<file path="config.mk">
export PLATFORM = sky130hd
export DESIGN_NAME = wave_dma_sched
export DESIGN_NICKNAME = d
export VERILOG_FILES = /design/src/rtl/wave_dma_sched.sv
export SDC_FILE = /design/constraint.sdc
export NUM_CORES = 1
export LEC_CHECK = 0
export CORE_UTILIZATION = 40
export CTS_CLUSTER_SIZE = 10
export DETAILED_ROUTE_END_ITERATION = 8
export PLACE_DENSITY = 0.74
export SYNTH_ARGS = -nofsm -noshare
export SYNTH_HDL_FRONTEND = slang
export SYNTH_SLANG_ARGS = --single-unit
</file>
<file path="constraint.sdc">
create_clock -name I_CLK -period 4.2 [get_ports I_CLK]
set_input_delay 0.63 -clock I_CLK [delete_from_list [all_inputs] [get_ports I_CLK]]
set_output_delay 0.63 -clock I_CLK [all_outputs]
set_load 0.01 [all_outputs]
</file>
<file path="src/rtl/wave_dma_sched.sv">
// wave_dma_sched: slot scheduler, shared-ROM address mux and play/stop
// command sequencer for up to 8 wave sample players.
// Ports:
//   I_CLK, I_RSTn      clock, async active-low reset
//   I_CMD_*            command push (valid/ready), {stop, chan, addr}
//   O_H_CNT            16-slot interleave counter
//   I_CH_ADDR          per-channel ROM address, 17 bits per channel
//   O_ROM_ADDR         shared ROM address; I_ROM_DATA comes back from the ROM
//   O_CH_DATA          ROM data broadcast to every player
//   O_DMA_TRIG/STOP    per-channel trigger pulse and sticky stop level
//   O_DMA_ADDR         per-channel start address
module wave_dma_sched #(
    parameter int ROM_LAT     = 1,
    parameter int FIFO_DEPTH  = 4,
    parameter int TRIG_CYCLES = 16
) (
    input  logic         I_CLK,
    input  logic         I_RSTn,
    input  logic         I_CMD_VALID,
    output logic         O_CMD_READY,
    input  logic         I_CMD_STOP,
    input  logic [2:0]   I_CMD_CHAN,
    input  logic [16:0]  I_CMD_ADDR,
    output logic [3:0]   O_H_CNT,
    input  logic [135:0] I_CH_ADDR,
    output logic [16:0]  O_ROM_ADDR,
    input  logic [7:0]   I_ROM_DATA,
    output logic [7:0]   O_CH_DATA,
    output logic [7:0]   O_DMA_TRIG,
    output logic [7:0]   O_DMA_STOP,
    output logic [135:0] O_DMA_ADDR
);

    localparam int          AW        = $clog2(FIFO_DEPTH);
    localparam logic [AW:0] FULL      = (AW+1)'(FIFO_DEPTH);
    localparam logic [7:0]  TRIG_INIT = 8'(TRIG_CYCLES - 1);
    localparam logic [3:0]  LAT_OFS   = 4'(ROM_LAT - 1);

    logic [3:0]                  h_cnt_q, h_cnt_d, rom_slot;
    logic [16:0]                 rom_addr_q, rom_addr_d;
    logic [7:0][16:0]            ch_addr;
    logic [FIFO_DEPTH-1:0][20:0] mem_q, mem_d;
    logic [AW-1:0]               wr_ptr_q, wr_ptr_d;
    logic [AW-1:0]               rd_ptr_q, rd_ptr_d;
    logic [AW:0]                 count_q, count_d;
    logic [7:0]                  trig_q, trig_d;
    logic [7:0]                  stop_q, stop_d;
    logic [7:0][7:0]             tcnt_q, tcnt_d;
    logic [7:0][16:0]            dma_addr_q, dma_addr_d;
    logic [20:0]                 head;
    logic                        push, pop;

    assign ch_addr     = I_CH_ADDR;
    assign O_H_CNT     = h_cnt_q;
    assign O_ROM_ADDR  = rom_addr_q;
    assign O_CH_DATA   = I_ROM_DATA;
    assign O_DMA_TRIG  = trig_q;
    assign O_DMA_STOP  = stop_q;
    assign O_DMA_ADDR  = dma_addr_q;
    assign O_CMD_READY = (count_q != FULL);

    assign head = mem_q[rd_ptr_q];
    assign push = I_CMD_VALID & O_CMD_READY;
    // A play at the head waits for its channel's trigger to fall;
    // everything behind it waits too, keeping strict order.
    assign pop  = (count_q != '0) && (head[20] || !trig_q[head[19:17]]);

    // Issue channel c's address ROM_LAT slots ahead of its read slot {c,1}:
    // shifting the entered slot by ROM_LAT-1 maps the issue slot onto 2c.
    always_comb begin
        h_cnt_d    = h_cnt_q + 4'd1;
        rom_slot   = h_cnt_d + LAT_OFS;
        rom_addr_d = rom_addr_q;
        if (!rom_slot[0]) begin
            rom_addr_d = ch_addr[rom_slot[3:1]];
        end
    end

    always_comb begin
        mem_d    = mem_q;
        wr_ptr_d = wr_ptr_q;
        rd_ptr_d = rd_ptr_q;
        count_d  = count_q;
        if (push) begin
            mem_d[wr_ptr_q] = {I_CMD_STOP, I_CMD_CHAN, I_CMD_ADDR};
            wr_ptr_d        = wr_ptr_q + AW'(1);
        end
        if (pop) begin
            rd_ptr_d = rd_ptr_q + AW'(1);
        end
        case ({push, pop})
            2'b10:   count_d = count_q + (AW+1)'(1);
            2'b01:   count_d = count_q - (AW+1)'(1);
            default: count_d = count_q;
        endcase
    end

    always_comb begin
        trig_d     = trig_q;
        stop_d     = stop_q;
        tcnt_d     = tcnt_q;
        dma_addr_d = dma_addr_q;
        for (int c = 0; c < 8; c++) begin
            if (trig_q[c]) begin
                if (tcnt_q[c] != 8'd0) begin
                    tcnt_d[c] = tcnt_q[c] - 8'd1;
                end else begin
                    trig_d[c] = 1'b0;
                end
            end
        end
        // A play only pops when its trigger is low, so it never collides
        // with the countdown above.
        if (pop) begin
            if (head[20]) begin
                stop_d[head[19:17]] = 1'b1;
            end else begin
                dma_addr_d[head[19:17]] = head[16:0];
                trig_d[head[19:17]]     = 1'b1;
                tcnt_d[head[19:17]]     = TRIG_INIT;
                stop_d[head[19:17]]     = 1'b0;
            end
        end
    end

    always_ff @(posedge I_CLK or negedge I_RSTn) begin
        if (!I_RSTn) begin
            h_cnt_q    <= '0;
            rom_addr_q <= '0;
            mem_q      <= '0;
            wr_ptr_q   <= '0;
            rd_ptr_q   <= '0;
            count_q    <= '0;
            trig_q     <= '0;
            stop_q     <= '0;
            tcnt_q     <= '0;
            dma_addr_q <= '0;
        end else begin
            h_cnt_q    <= h_cnt_d;
            rom_addr_q <= rom_addr_d;
            mem_q      <= mem_d;
            wr_ptr_q   <= wr_ptr_d;
            rd_ptr_q   <= rd_ptr_d;
            count_q    <= count_d;
            trig_q     <= trig_d;
            stop_q     <= stop_d;
            tcnt_q     <= tcnt_d;
            dma_addr_q <= dma_addr_d;
        end
    end

endmodule

</file>
# Word-level counts from Yosys, hierarchy flattened
# Cells that the tools add are included.
[totals]
elab_cells = 128
output_inout_bits = 182
ramBits = 0
n_memories = 0
regBits = 328
rom_bits = 0
latch_bits = 0
[op_classes]
n_addsub = 13
n_bitwise = 9
div_mod_pow = 0
muxes = 54
n_shift = 0
mul = 0
eq_ne = 3
reduce_logical = 16
order_cmp = 6
[ops]
columns = ["operator", "count"]
rows = [
  ["$mux W8", 20],
  ["$bwmux W136", 1],
  ["$mux W64", 2],
  ["$bwmux W84", 1],
  ["$reduce_bool A8 Y1", 8],
  ["$sub A8 B1 Y8 const B", 8],
  ["$bmux W17 S3", 1],
  ["$demux W17 S3", 1],
  ["$bmux W21 S2", 1],
  ["$demux W21 S2", 1],
  ["$mux W21", 2],
  ["$mux W17", 2],
  ["$and A32 B32 Y32", 1],
  ["$not A32 Y32", 1],
  ["$or A32 B32 Y32", 1],
  ["$demux W8 S3", 1],
  ["$mux W1", 18],
  ["$or A8 B8 Y8", 2],
  ["$and A8 B8 Y8", 1],
  ["$lt A3 B4 Y1 const B", 2],
  ["$not A8 Y8", 1],
  ["$lt A2 B3 Y1 const B", 2],
  ["$pmux W3 S2", 1],
  ["$add A2 B1 Y2 const B", 2],
  ["other kinds (18)", 20],
]

# Logic depth before layout (Yosys ltp)
[depth]
depth_word = 10
depth_mapped = 13
mapped_depth_nobuf = 11

# Worst setup path after synthesis
# No wires, ideal clock.
[synth_path]
kind = "reg2reg"
from = "register rd_ptr_q[0]"
to = "register count_q[2]"
path_stages_with_launch = 13
n_path_buf = 1
setup_time_ns = 0.079
slack_ns = 1.177
t_arrival_ns = 2.944
required_ns = 4.121
path_cell_list = "dfrtp_1 > buf_2 > mux4_2 > or4b_4 > o31ai_4 > nor3_2 > a21oi_1 > ha_1 > inv_1 > fa_1 > xor2_1 > nor2_1 > xor2_1"
[synth_via]
elab_chain_cells = 9
elab_cells_between_ends = 11
classes_between = "eq/ne (2); mux (5); reduce/logical (4)"
[synth_lines]
columns = ["element", "line", "rtl"]
rows = [
  ["start, declared", "44", "logic [AW-1:0] rd_ptr_q, rd_ptr_d;"],
  ["start signal, assigned", "143", "rd_ptr_q <= rd_ptr_d;"],
  ["$bmux W21 S2 (*)", "62", "assign head = mem_q[rd_ptr_q];"],
  ["$mux W21 (implied by the code) (*)", "62", ""],
  ["$bmux W1 S3", "66", "assign pop = (count_q != '0) && (head[20] || !trig_q[head[19:17]]);"],
  ["$mux W1 (implied by the code)", "66", ""],
  ["$logic_not A1 Y1", "66", ""],
  ["$logic_or A1 B1 Y1 (*)", "66", ""],
  ["$logic_and A1 B1 Y1 (*)", "66", ""],
  ["$eq A2 B1 Y1 or $eq A2 B2 Y1 (tied branches)", "91", "case ({push, pop})"],
  ["$pmux W3 S2 or $reduce_bool A2 Y1 (tied branches)", "-", ""],
  ["end signal, assigned", "144", "count_q <= count_d;"],
  ["end, declared", "45", "logic [AW:0] count_q, count_d;"],
]
# Mark *: on every way between the ends. The rest lies on a longest branch, timed or not. The select of a mux whose other input is x is not followed.
# A chain may end at the register's enable or synchronous reset.

# Worst setup path in the final report
# Same ends and word-level chain as after synthesis.

==> key figures <==
Yosys
  – Post-Syn Instances: 1167
  – Post-Syn Nets: approximately 1400
  – Primary FF master, synth: dfrtp_1
  – Yosys warnings: 0
  – Netlist cell types: 52
  – Post-synthesis register bit count: 328
  – Seq/Total Area, Yosys: between 50% and 60%
  – Async set or reset register ratio after synthesis: 100%
  – Mean area per synthesized cell: ~13 µm²
  – EDFF count, synth: 0
  – Mapped Area: 14800 µm²

Finish
  – Most common cell after layout, fill and taps aside: clkdlybuf4s50_1
  – Most frequent cells in the layout: 332 x clkdlybuf4s50_1, 328 x dfrtp_1, 102 x mux2_2
  – Final net count: approximately 1700
  – Fraction of final layout cells with drive strength greater than 1: 15.8%
  – Area Growth Syn to Fin: 32.7%
  – Non-Filler Cell Area, Final: between 15000 and 20000 µm²

Floorplanning
  – Num rows: 70
  – Std-Cell Core Area: about 37000 µm²
  – Initial Util: 40.7%
  – Die height: 195 µm
  – Die Wd: 195 µm
  – I/O pins: between 300 and 400
  – Floorplan die area: between 30000 and 40000 µm²

Setup path
  – CP endpoint kind: flip-flop
  – Crit-path cells: buf_4, mux4_2, inv_1, a32o_1, nor3_2, buf_4, a21oi_1, ha_1, inv_1, fa_1, xor2_1, nor2_1, xor2_1
  – Crit Path Class: flip-flop to flip-flop
  – Worst Setup Start Kind: flip-flop
  – CP max FO: 16
  – Worst Path Arrival: 4070 ps
  – Largest stage delay, worst path: between 600 and 700 ps
  – Worst EP required: about 4700 ps
  – Crit-path slowest cell: mux4_2

Global routing
  – First-pass GRT wire length: 66.2 mm
  – Vias in the first global route: around 11000
  – GRT Total Usage: a little under a quarter
  – Total congestion overflow: 0
  – Initial antenna violation count: 5
  – Largest net degree at the start of global routing: roughly 130

Route
  – 1st-iter DRT viols: 643
  – DRT Pass-1 Iters: 5
  – Final wirelength: 42.7 mm
  – DR DRC count: 0
  – Via-to-Cell Ratio: approximately 5.6
  – Remaining antenna violation count: 0
  – DR WL/cell: between 20 and 25 µm
  – Total number of vias: between 10000 and 15000

Placement
  – Port buffer count: 333
  – GPL Wtd Cong: approximately 0.90
  – Area after DPL: roughly 19000 µm²
  – Dpl hpwl: between 30 and 40 mm

Worst hold path
  – Hold/Removal Path Class: input pin to async pin

STA
  – Fmax: between 200 and 300 MHz
  – Slew headroom: between 20% and 30%
  – Measured slew at the worst slew-check pin: 1120 ps
  – Final hold slack: between 200 and 250 ps
  – Final number of setup-violating endpoints: 0
  – RSZ-0062 raised after global routing: no
  – Final min period: ~3600 ps
  – Worst clock skew: 30.0 ps
  – Tcrit/Tclk final: approximately 86%
  – Final hold violation count: 0
  – Slew Viols, Final: 0
  – Setup TNS: 0 ps

Clock network
  – Setup Buffers After CTS: 0
  – Hold Buf Count CTS: 0
  – Worst-path clk slew: 50 ps
  – Clock root buffer: clkbuf_16
  – CTS H-tree depth: 2
  – CTS Buffer Depth: 3
  – CTS tree: built
  – CTS Buf Count: 39
  – Worst skew pair latency: about 540 ps
  – Clock sink count: around 330
  – # resized after CTS: 0

Status
  – Status: completed

Power
  – Pwr Total: roughly 16 mW
  – VDD IR max: 0.000388 V
  – Leakage: 8.23 nW
  – P per Cell Area: just under 800 nW/µm²

Job
  – Max Cap Viol: 0
flip-flops by register name, summed over array words and instances, names as in the netlist, named ones only:
signal / flops
tcnt_q: 64
O_H_CNT: 4
count_q: 3
O_DMA_TRIG: 8
rd_ptr_q: 2
O_ROM_ADDR: 17
O_DMA_ADDR: 136
mem_q: 84
wr_ptr_q: 2
kinds of logic after synthesis:
family	Yosys count	share of synthesized area (%)
flops	328	55.3
compound gates	217	11.1
mux	178	17.5
xor+xnor	33	1.95
fa+ha+maj	23	1.99
buf+inv	103	3.08
simple gates	285	9.06
power breakdown:
part	internal (mW)	total, mW	switching (mW)	leakage [nW]
registers	4.55	5.53	0.977	4.10
logic	3.33	7.05	3.72	3.60
clock network	1.72	2.97	1.25	0.533
total	9.60	15.5	5.95	8.23
area by class of cell:
cell class,instances,area (µm²)
diodes,3,7.51
well taps,468,586
multi-input cells,736,6210
clock inverters,4,57.6
fillers,3041,16800
clock buffers,45,1030
repair buffers,349,3500
inverters,29,109
flip-flops and latches,328,8210
path summary, 6_finish.rpt:
kind | startpoint | to | slack [ps] | cells after the start
setup / recovery | rd_ptr_q[0]$_DFFE_PN0N_ | count_q[2]$_DFFE_PN0P_ | 580 | 13
hold / removal | I_RSTn | tcnt_q[56]$_DFF_PN0_ | 230 | 1
setup reg to reg | rd_ptr_q[0]$_DFFE_PN0N_ | count_q[2]$_DFFE_PN0P_ | 580 | 13
hold reg to reg | O_DMA_ADDR[121]$_DFFE_PN0P_ | O_DMA_ADDR[121]$_DFFE_PN0P_ | 490 | 1
max in group asynchronous | I_RSTn | O_DMA_ADDR[58]$_DFFE_PN0P_ | 3030 | 2
min in group I_CLK | O_DMA_ADDR[121]$_DFFE_PN0P_ | O_DMA_ADDR[121]$_DFFE_PN0P_ | 490 | 1
critical path, delay by kind of cell (launching register included):
family                     cells  cell delay [ps]
buffers and inverters          4              740
muxes                          1              680
adders and majority gates      2              610
AOI/OAI and AO/OA              2              520
DFF                            1              470
xor gates and xnor gates       2              320
and+or+nand+nor                2              200
metrics by stage:
step | util, % | setup WS (ps) | cells
CTS | 53.9 | 588 | 1959
global route | 53.9 | 309 | 1960
detailed placement | 51.0 | 614 | 1910
global placement | 51.0 | 710 | 1910
finish | 54.0 | 576 | 1962
floorplan | - | 1180 | 1167
cells in the mapped netlist, drive strengths merged, types with 3 or more instances:
| cell | instances | area share (%) |
|---|---|---|
| nor3 | 29 | 1.0 |
| mux2i | 20 | 1.3 |
| or3 | 12 | 0.61 |
| o2bb2ai | 99 | 5.8 |
| o21a | 4 | 0.20 |
| nor2 | 84 | 2.1 |
| and2 | 5 | 0.21 |
| a21oi | 37 | 1.2 |
| or4 | 4 | 0.20 |
| nand3 | 9 | 0.30 |
| clkbuf | 41 | 1.0 |
| xnor2 | 14 | 0.83 |
| mux2 | 103 | 7.8 |
| a32o | 20 | 1.3 |
| nand2 | 96 | 2.4 |
| o31ai | 3 | 0.24 |
| xor2 | 19 | 1.1 |
| nor4 | 10 | 0.42 |
| mux4 | 55 | 8.3 |
| ha | 22 | 1.9 |
| or2 | 3 | 0.13 |
| nor2b | 8 | 0.34 |
| o211ai | 11 | 0.56 |
| inv | 29 | 0.73 |
| dfrtp | 328 | 55 |
| nand2b | 9 | 0.38 |
| nand3b | 8 | 0.40 |
| buf | 33 | 1.3 |
| o21ai | 34 | 1.1 |
layer usage:
| metal | wire, µm | GRT usage [%] | vias to the layer above |
|---|---|---|---|
| met5 | 22 | 0 | - |
| met4 | 1470 | 8.91 | 4 |
| met3 | 2980 | 4.63 | 74 |
| met2 | 22200 | 41.0 | 475 |
| met1 | 16100 | 26.4 | 5577 |
| li1 | - | - | 4897 |
(Power assumes the default switching activity.)
